[src/rtl/pingpong_ball_score.sv]
// ---------------------------------------------------------------------------
// pingpong_ball_score
//
// Datapath half of the ping-pong game. Takes the registered game state CS
// and produces the one-hot ball position LED[5:0] and the two BCD scores
// SCOREA/SCOREB that the state logic reads back. Player A serves from the
// bit0 end, player B from the bit5 end. All outputs are registered.
//
// Ports:
//   CLK     in   1  system clock, rising edge
//   RST     in   1  asynchronous, active-high reset
//   CS      in   3  current game state from the state register
//   LED     out  6  one-hot ball position (000000 = no ball shown)
//   SCOREA  out  4  player A score, BCD 0..9
//   SCOREB  out  4  player B score, BCD 0..9
//
// Optional feature macro: GAMEOVER_BLINK_EN
//   Defined   : in game over (101) LED toggles 111111 / 000000 every
//               BLINK_DIV clocks, starting at 111111 on entry.
//   Undefined : LED is dark in game over; BLINK_DIV is only range-checked.
// ---------------------------------------------------------------------------
module pingpong_ball_score #(
    parameter int SLOW_DIV  = 25000000,
    parameter int FAST_DIV  = 12500000,
    parameter int CNT_W     = 25,
    parameter int BLINK_DIV = 12500000
) (
    input  logic       CLK,
    input  logic       RST,
    input  logic [2:0] CS,
    output logic [5:0] LED,
    output logic [3:0] SCOREA,
    output logic [3:0] SCOREB
);

    localparam logic [2:0] ST_IDLE    = 3'b000;
    localparam logic [2:0] ST_LEFT    = 3'b001;
    localparam logic [2:0] ST_RIGHT   = 3'b010;
    localparam logic [2:0] ST_A_PT    = 3'b011;
    localparam logic [2:0] ST_B_PT    = 3'b100;
    localparam logic [2:0] ST_OVER    = 3'b101;
    localparam logic [2:0] ST_LEFT_F  = 3'b110;
    localparam logic [2:0] ST_RIGHT_F = 3'b111;

    localparam logic [CNT_W-1:0] SLOW_LAST = CNT_W'(SLOW_DIV - 1);
    localparam logic [CNT_W-1:0] FAST_LAST = CNT_W'(FAST_DIV - 1);
`ifdef GAMEOVER_BLINK_EN
    localparam logic [CNT_W-1:0] BLINK_LAST = CNT_W'(BLINK_DIV - 1);
`endif

    // Elaboration-time parameter sanity checks.
    if (FAST_DIV < 1 || FAST_DIV > SLOW_DIV) begin : g_bad_fast_div
        $error("FAST_DIV must be in 1..SLOW_DIV");
    end
    if (SLOW_DIV > (1 << CNT_W)) begin : g_bad_cnt_w
        $error("CNT_W too narrow for SLOW_DIV-1");
    end
    if (BLINK_DIV < 1 || BLINK_DIV > (1 << CNT_W)) begin : g_bad_blink_div
        $error("BLINK_DIV must be >=1 and fit in CNT_W");
    end

    logic [5:0]       led_q, led_d;
    logic [CNT_W-1:0] cnt_q, cnt_d;
    logic [2:0]       pcs_q;
    logic [3:0]       score_a_q, score_a_d;
    logic [3:0]       score_b_q, score_b_d;

    logic [5:0]       led_left;
    logic [5:0]       led_right;
    logic             move_left;
    logic             move_fast;
    logic             cnt_wrap;
    logic [5:0]       serve_end;

    // One-position shifts with saturating end stops: the end bit ORs in its
    // neighbour and its own value, so the ball parks at the end, never wraps.
    genvar gi;
    for (gi = 0; gi < 6; gi++) begin : g_shift
        if (gi == 0) begin : g_low
            assign led_left[gi]  = 1'b0;
            assign led_right[gi] = led_q[0] | led_q[1];
        end else if (gi == 5) begin : g_high
            assign led_left[gi]  = led_q[4] | led_q[5];
            assign led_right[gi] = 1'b0;
        end else begin : g_mid
            assign led_left[gi]  = led_q[gi-1];
            assign led_right[gi] = led_q[gi+1];
        end
    end

    assign move_left = (CS == ST_LEFT) || (CS == ST_LEFT_F);
    assign move_fast = (CS == ST_LEFT_F) || (CS == ST_RIGHT_F);
    assign cnt_wrap  = (cnt_q == (move_fast ? FAST_LAST : SLOW_LAST));
    // Where a ball with no position re-enters: the end it moves away from.
    assign serve_end = move_left ? 6'b000001 : 6'b100000;

    always_comb begin
        led_d     = led_q;
        cnt_d     = cnt_q;
        score_a_d = score_a_q;
        score_b_d = score_b_q;
        case (CS)
            ST_LEFT, ST_LEFT_F, ST_RIGHT, ST_RIGHT_F: begin
                if (pcs_q != CS) begin
                    // Segment start: serve from idle, otherwise reverse in place.
                    cnt_d = '0;
                    if (pcs_q == ST_IDLE && CS == ST_LEFT) begin
                        led_d = 6'b000001;
                    end else if (pcs_q == ST_IDLE && CS == ST_RIGHT) begin
                        led_d = 6'b100000;
                    end else if (led_q == 6'b000000) begin
                        led_d = serve_end;
                    end
                end else begin
                    cnt_d = cnt_wrap ? '0 : cnt_q + 1'b1;
                    if (led_q == 6'b000000) begin
                        led_d = serve_end;
                    end else if (cnt_wrap) begin
                        led_d = move_left ? led_left : led_right;
                    end
                end
            end
            ST_A_PT: begin
                led_d = '0;
                cnt_d = '0;
                if (pcs_q != ST_A_PT && score_a_q != 4'd9) begin
                    score_a_d = score_a_q + 4'd1;
                end
            end
            ST_B_PT: begin
                led_d = '0;
                cnt_d = '0;
                if (pcs_q != ST_B_PT && score_b_q != 4'd9) begin
                    score_b_d = score_b_q + 4'd1;
                end
            end
            ST_OVER: begin
`ifdef GAMEOVER_BLINK_EN
                if (pcs_q != ST_OVER) begin
                    led_d = 6'b111111;
                    cnt_d = '0;
                end else if (cnt_q == BLINK_LAST) begin
                    led_d = ~led_q;
                    cnt_d = '0;
                end else begin
                    cnt_d = cnt_q + 1'b1;
                end
`else
                led_d = '0;
                cnt_d = '0;
`endif
            end
            ST_IDLE: begin
                led_d = '0;
                cnt_d = '0;
            end
        endcase
    end

    always_ff @(posedge CLK or posedge RST) begin
        if (RST) begin
            led_q     <= '0;
            cnt_q     <= '0;
            pcs_q     <= ST_IDLE;
            score_a_q <= '0;
            score_b_q <= '0;
        end else begin
            led_q     <= led_d;
            cnt_q     <= cnt_d;
            pcs_q     <= CS;
            score_a_q <= score_a_d;
            score_b_q <= score_b_d;
        end
    end

    assign LED    = led_q;
    assign SCOREA = score_a_q;
    assign SCOREB = score_b_q;

endmodule
[config.mk]
export PLATFORM = sky130hd
export DESIGN_NAME = pingpong_ball_score
export DESIGN_NICKNAME = d
export VERILOG_FILES = /design/src/rtl/pingpong_ball_score.sv
export SDC_FILE = /design/constraint.sdc
export NUM_CORES = 1
export LEC_CHECK = 0
export BUFFER_PORTS_ARGS = -buffer_cell sky130_fd_sc_hd__buf_2
export CORE_MARGIN = 5
export CORE_UTILIZATION = 53
export DETAILED_ROUTE_END_ITERATION = 8
export PLACE_DENSITY = 0.75
export SLEW_MARGIN = 10
export SYNTH_ARGS = -nofsm -noshare
export SYNTH_HDL_FRONTEND = slang
export SYNTH_SLANG_ARGS = --single-unit
[constraint.sdc]
create_clock -name CLK -period 1.7 [get_ports CLK]
set_input_delay 0.255 -clock CLK [delete_from_list [all_inputs] [get_ports CLK]]
set_output_delay 0.255 -clock CLK [all_outputs]
set_load 0.05 [all_outputs]
==> impl_metrics.yaml, run 1 <==
yosys:
  ys_seq_elements: 42
  syn_area_per_cell_um2: 10.41
  seq_area_frac_synth: 0.4570
  syn_nets: 231
  yosys-top-cells-area: "dfrtp_1 46%, xnor2_1 6.5%, nor2_1 6.0%"
  netlist_instances: 221
  async_flop_share: 1.000
  synth.largest_area_cell: "dfrtp_1"
  ys.flop_type: "dfrtp_1"
  yosys_warnings: 0
  synth.most_common_cell: "dfrtp_1"
  netlist_area_um2: 2300
  synth_commonest_cells: "42 x dfrtp_1, 37 x nor2_1, 18 x nand2_1, 17 x xnor2_1, 15 x xor2_1"
  yosysUniqueCellTypes: 42
  synth-edff-count: 0
  yosys.area.top_type_share: 0.4570
setup_path:
  worstPathMaxFanout: 6
  path_class: "reg2reg"
  critPathLaunchType: "flop"
  rr_worst_depth: 5
  crit_required_ps: 1880
  r2r-start: "LED[3]"
  crit_start: "LED[3]"
  end_kind: "flop"
  cp.arrival_ps: 1910
sta:
  rsz0062_at_grt: "yes"
  setup_tns_ps: -132.5
  drv_slew: 0
  finalWorstSetupSlack_ps: -30.03
  fin_skew_ps: 9.907
  fin_crit_sh: 1.018
  layout_min_cycle_time_ps: 1730
  setup_viol: 6
  timing.fmax_ghz: 0.5780
  worstMarginPinSlew_ps: 552.2
  hold_viol: 0
  maxSlewHeadroom: 0.6319
placed_design:
  dp_hpwl_mm: 3.467
  dpl.cell_count: 318
  gp_congestion: 0.8261
  portBuffers: 18
routing:
  postRouteAntennaNets: 0
  num_vias: 1839
  first_iter_violations: 83
  wl_per_cell_um: 15.70
  vias_per_cell: 5.556
  routed_wl_mm: 5.198
  firstDrtPassIters: 4
  drc: 0
grt:
  antenna_found_initial: 0
  grt_use_total: 0.1938
  grt-ovfl-total: 0
  grt_pass1_vias: 1886
  grt_first_pass_wirelength_mm: 8.445
  grt_max_degree: 43
cells_and_area:
  drive_gt1_frac: 0.3584
  area_growth_pct: 28.51
  n_fill_cell: 329
  layoutNonFillerInstCount: 331
  finalNetCount: 288
  diodes: 0
  fin_util: 0.6882
floorplanning:
  die_w_um: 75.87
  rows: 24
  initial_core_util: 0.5355
  io_pins: 19
  die_h_um: 75.87
  core_area_um2: 4294
  die-area_um2: 5756
clock_network:
  insertion_delay_ps: 300
  clk_path_buf_depth: 2
  cts_tree: "built"
  cts_root_buf: "clkbuf_8"
  clock_sinks: 42
  htree_levels: 2
  hold_buffers: 0
  cts_buffers: 5
  path_clk_slew_ps: 80
pwr:
  vdd_drop_max_v: 0.0006270
  power_leakage_nw: 1.341
  seqPwrFrac: 0.434
  power_frac_comb: 0.292
  pwr-share-clk: 0.274
  internal_power_mw: 1.802
  power_switching_mw: 1.076
  p_sw_frac: 0.3739
  power.density_nw_per_um2: 973.7
min_path:
  min_path_type: "in2async"
job:
  maxCapViolCount: 0
status:
  violations: "negative setup slack"
  outcome: "finished with violations"
==> per-stage QoR <==
stage | hold WS, ps | total power [mW] | setup WS, ps | instance area [um2]
after floorplan | 286.4 | 1.852 | 0.1096 | 2331
after global placement | 394.8 | 2.054 | -31.96 | 2715
after detailed placement | 398.7 | 2.075 | -60.15 | 2715
after CTS | 91.03 | 2.884 | -2.272 | 2875
after global routing | 111.7 | 3.009 | -99.43 | 2955
final | 80.80 | 2.878 | -30.03 | 2955
==> registers in the layout (all words and copies together) (netlist names) <==
| name | cells |
|---|---|
| cnt_q | 25 |
| LED | 6 |
| SCOREA | 4 |
| SCOREB | 4 |
| pcs_q | 3 |
==> cell families (layout without fill, tap and decap cells) <==
kind of cell    after synthesis  in the layout  synth area share
compound gates               16             16           0.06094
flops                        42             42            0.4570
buf+inv                      10             68           0.01849
mux                          10             10           0.04679
simple gates                106            106            0.2677
fa+ha+maj                     5              5           0.02720
xor+xnor                     32             32            0.1219
==> cell usage in the layout (no fill, tap or decap), types with 2 or more instances in the layout <==
cell type and count:
a21oi_1 4, xnor2_1 14, buf_4 34, and2_1 2, buf_2 18, nor3_1 2
xnor2_2 3, o21ai_1 2, nand3_2 3, nor2_1 37, nand4_1 6, and4_1 2
o32ai_1 2, ha_1 4, nand3b_1 2, mux2_4 6, and3_1 5, clkbuf_8 5
nor4b_4 3, xor2_1 15, mux2i_1 4, inv_1 5, and4bb_2 2, nand2_1 17
nor4_1 4, nand3_1 10, dfrtp_2 7, buf_12 2, dfrtp_1 35
==> final timing paths <==
check / slack (ps) / end
max: -30 / LED[5]
min: 80 / SCOREB[1]
max reg2reg: -30 / LED[5]
min reg2reg: 500 / SCOREA[3]
max in group asynchronous: 1200 / cnt_q[6]
min in group CLK: 110 / pcs_q[0]
==> area by class of cell <==
cell class / instances / area [um2] / area share
timing repair buffer: 55 / 396.6 / 0.1342
clock inverter: 2 / 37.54 / 0.01270
sequential: 42 / 1060 / 0.3586
clock buffer: 6 / 72.57 / 0.02456
multi-input combinational: 169 / 1305 / 0.4416
inverter: 5 / 18.77 / 0.006351
tap: 52 / 65.06 / 0.02202
==> metal layers <==
layer / track usage / vias up / part of all wire
li1: - / 885 / -
met1: 0.2227 / 900 / 0.43
met2: 0.3470 / 41 / 0.51
met3: 0.03826 / 13 / 0.038
met4: 0.08350 / 0 / 0.019
met5: 0 / - / 0
==> what timing repair did <==
item	in CTS	in global routing
pin swaps	5	12
gates resized for setup	8	13
setup endpoints to repair	6	30
buffers inserted	1	4
==> power groups by stage <==
stage	clock, mW	sequential [mW]	combinational [mW]
6_report	0.788	1.25	0.841
3_5_place_dp	0	1.26	0.817
4_1_cts	0.805	1.25	0.833
5_1_grt	0.841	1.27	0.902
2_1_floorplan	0	1.61	0.243
3_3_place_gp	0	1.25	0.799
==> critical path: stages (launching register included) <==
cell and delay (ps):
dfrtp_2 440, nor4_1 440, nand2_1 150, o21ai_1 160
a21oi_4 100, mux2_4 320
Note: power is estimated with default switching activity, not from simulation.
==> inputs of run 2 (changes only) <==
--- a/config.mk
+++ b/config.mk
@@ -11,4 +11,5 @@
 export DETAILED_ROUTE_END_ITERATION = 8
 export PLACE_DENSITY = 0.75
+export SETUP_SLACK_MARGIN = 0.2
 export SLEW_MARGIN = 10
 export SYNTH_ARGS = -nofsm -noshare
==> constraint.sdc (replaced) <==
create_clock -name CLK -period 1.5 [get_ports CLK]
set_input_delay 0.075 -clock CLK [delete_from_list [all_inputs] [get_ports CLK]]
set_output_delay 0.075 -clock CLK [all_outputs]
set_load 0.05 [all_outputs]
==> run 2 against run 1 <==
Compared with the run above: the run still ends with negative setup slack left; non-clock buffer count up 33; combinational power up 33%; worst setup slack worse by 220 ps; core utilization up 8.6 points; largest cell class unchanged; highest routed layer unchanged.
==> impl_metrics.yaml, run 2 (synthesis results as in run 1) <==
floorplanning:
  die-area_um2: 5756
  die_h_um: 75.87
  die_w_um: 75.87
  rows: 24
  core_area_um2: 4294
  io_pins: 19
  initial_core_util: 0.5355
placed_design:
  portBuffers: 18
  dp_hpwl_mm: 3.948
  placed_area_um2: 2908
  dpl.cell_count: 340
  gp_congestion: 0.7730
setup_path:
  critPathLaunchType: "flop"
  cp.arrival_ps: 1940
  path_class: "reg2reg"
  worstPathMaxFanout: 6
  crit_required_ps: 1690
  end_kind: "flop"
pwr:
  seqPwrFrac: 0.429
  pwr-share-clk: 0.227
  power_switching_mw: 1.295
  power.density_nw_per_um2: 983.7
  power_leakage_nw: 1.568
  internal_power_mw: 1.976
  power_frac_comb: 0.343
  p_sw_frac: 0.3959
  vdd_drop_max_v: 0.001260
clock_network:
  cts_tree: "built"
  insertion_delay_ps: 300
  cts_root_buf: "clkbuf_8"
  htree_levels: 2
  cts_buffers: 5
  clk_path_buf_depth: 2
  clock_sinks: 42
  path_clk_slew_ps: 80
routing:
  drc: 0
  routed_wl_mm: 6.167
  first_iter_violations: 92
  firstDrtPassIters: 4
  postRouteAntennaNets: 0
  vias_per_cell: 5.525
  num_vias: 2011
  wl_per_cell_um: 16.94
sta:
  worstMarginPinSlew_ps: 545.9
  drv_slew: 0
  setup_viol: 31
  fin_skew_ps: 4.452
  maxSlewHeadroom: 0.6360
  finalWorstSetupSlack_ps: -251.9
  rsz0062_at_grt: "yes"
  layout_min_cycle_time_ps: 1752
  hold_viol: 0
  fin_crit_sh: 1.168
  whs_ps: 48.15
  timing.fmax_ghz: 0.5708
cells_and_area:
  diodes: 0
  finalNetCount: 321
  largest_reg_flops: 25
  fin_area_um2: 3324
  mostFrequentLayoutCell: "buf_4"
  layoutNonFillerInstCount: 364
  area_growth_pct: 44.56
  top_register: "cnt_q"
  layout_common_cells: "52 x buf_4, 35 x dfrtp_1, 31 x nor2_1, 18 x buf_2"
  drive_gt1_frac: 0.4808
min_path:
  min_path_type: "in2reg"
status:
  outcome: "finished with violations"
  violations: "negative setup slack"
grt:
  grt_max_degree: 43
  grt-ovfl-total: 0
  grt_use_total: 0.2227
  grt_first_pass_wirelength_mm: 9.618
  antenna_found_initial: 0
  grt_pass1_vias: 2034
job:
  maxCapViolCount: 0
[run 2: changes by cell type in the layout (fill, tap and decap cells not counted), moves of 2 or more]
cell,delta
buf_4,+18
buf_6,+14
nor2_1,-6
nor2_2,+5
nand2_1,-3
nor4_1,-3
ha_1,-2
ha_2,+2
inv_1,-2
inv_2,+2
nand2_2,+2
nor3_4,+2
nor4_4,+2
[run 2: power groups by stage]
stage	registers (mW)	logic, mW	clock network [mW]
2_1_floorplan	1.84	0.284	0
3_3_place_gp	1.43	0.937	0
3_5_place_dp	1.44	0.960	0
4_1_cts	1.39	1.07	0.752
5_1_grt	1.42	1.20	0.795
6_report	1.40	1.12	0.744
[run 2: repair_timing]
| action | 4_1_cts | 5_1_grt |
|---|---|---|
| hold endpoints to repair | 42 | 0 |
| setup buffers | 9 | 6 |
| setup endpoints to repair | 36 | 39 |
| hold buffers | 1 | 0 |
| gates resized for setup | 22 | 28 |
| pin swaps | 12 | 13 |
[run 2: layer usage]
metal	global-route usage	wire length [um]	up-vias
li1	-	-	950
met1	0.2658	2622	1018
met2	0.4059	3268	32
met3	0.03694	180	11
met4	0.06796	96	0
met5	0	0	-
[run 2: layout make-up]
class	instances	area (um2)
inverter	5	18.77
sequential	42	1060
multi-input combinational	169	1395
tap	52	65.06
fill	290	969.7
clock inverter	2	13.76
timing repair buffer	88	699.4
clock buffer	6	72.57
[run 2: worst max-delay path, cell delays in order, from the launching register on]
cell,delay (ps)
dfrtp_1,420
nor4_4,330
nand3_2,190
nor4_4,210
a21oi_4,150
mux2_4,320
[run 2: path summary, 6_finish.rpt]
path	from	to	slack (ps)	depth (start not counted)
setup reg to reg	cnt_q[9]	LED[0]	-250	5
max in group asynchronous	RST	LED[3]	650	4
setup / recovery	cnt_q[9]	LED[0]	-250	5
hold / removal	CS[0]	pcs_q[0]	50	2
min in group asynchronous	RST	cnt_q[3]	440	4
hold reg to reg	SCOREA[3]	SCOREA[3]	510	1
[run 2: metrics by stage]
step | setup slack [ps] | util | TNS [ps] | power (mW)
finish | -251.9 | 0.7742 | -5548 | 3.270
global route | -303.9 | 0.7742 | -7699 | 3.421
floorplan | -195.4 | - | -2870 | 2.123
global placement | -218.9 | 0.6772 | -3349 | 2.366
detailed placement | -314.4 | 0.6772 | -6803 | 2.399
CTS | -228.9 | 0.7363 | -5804 | 3.211
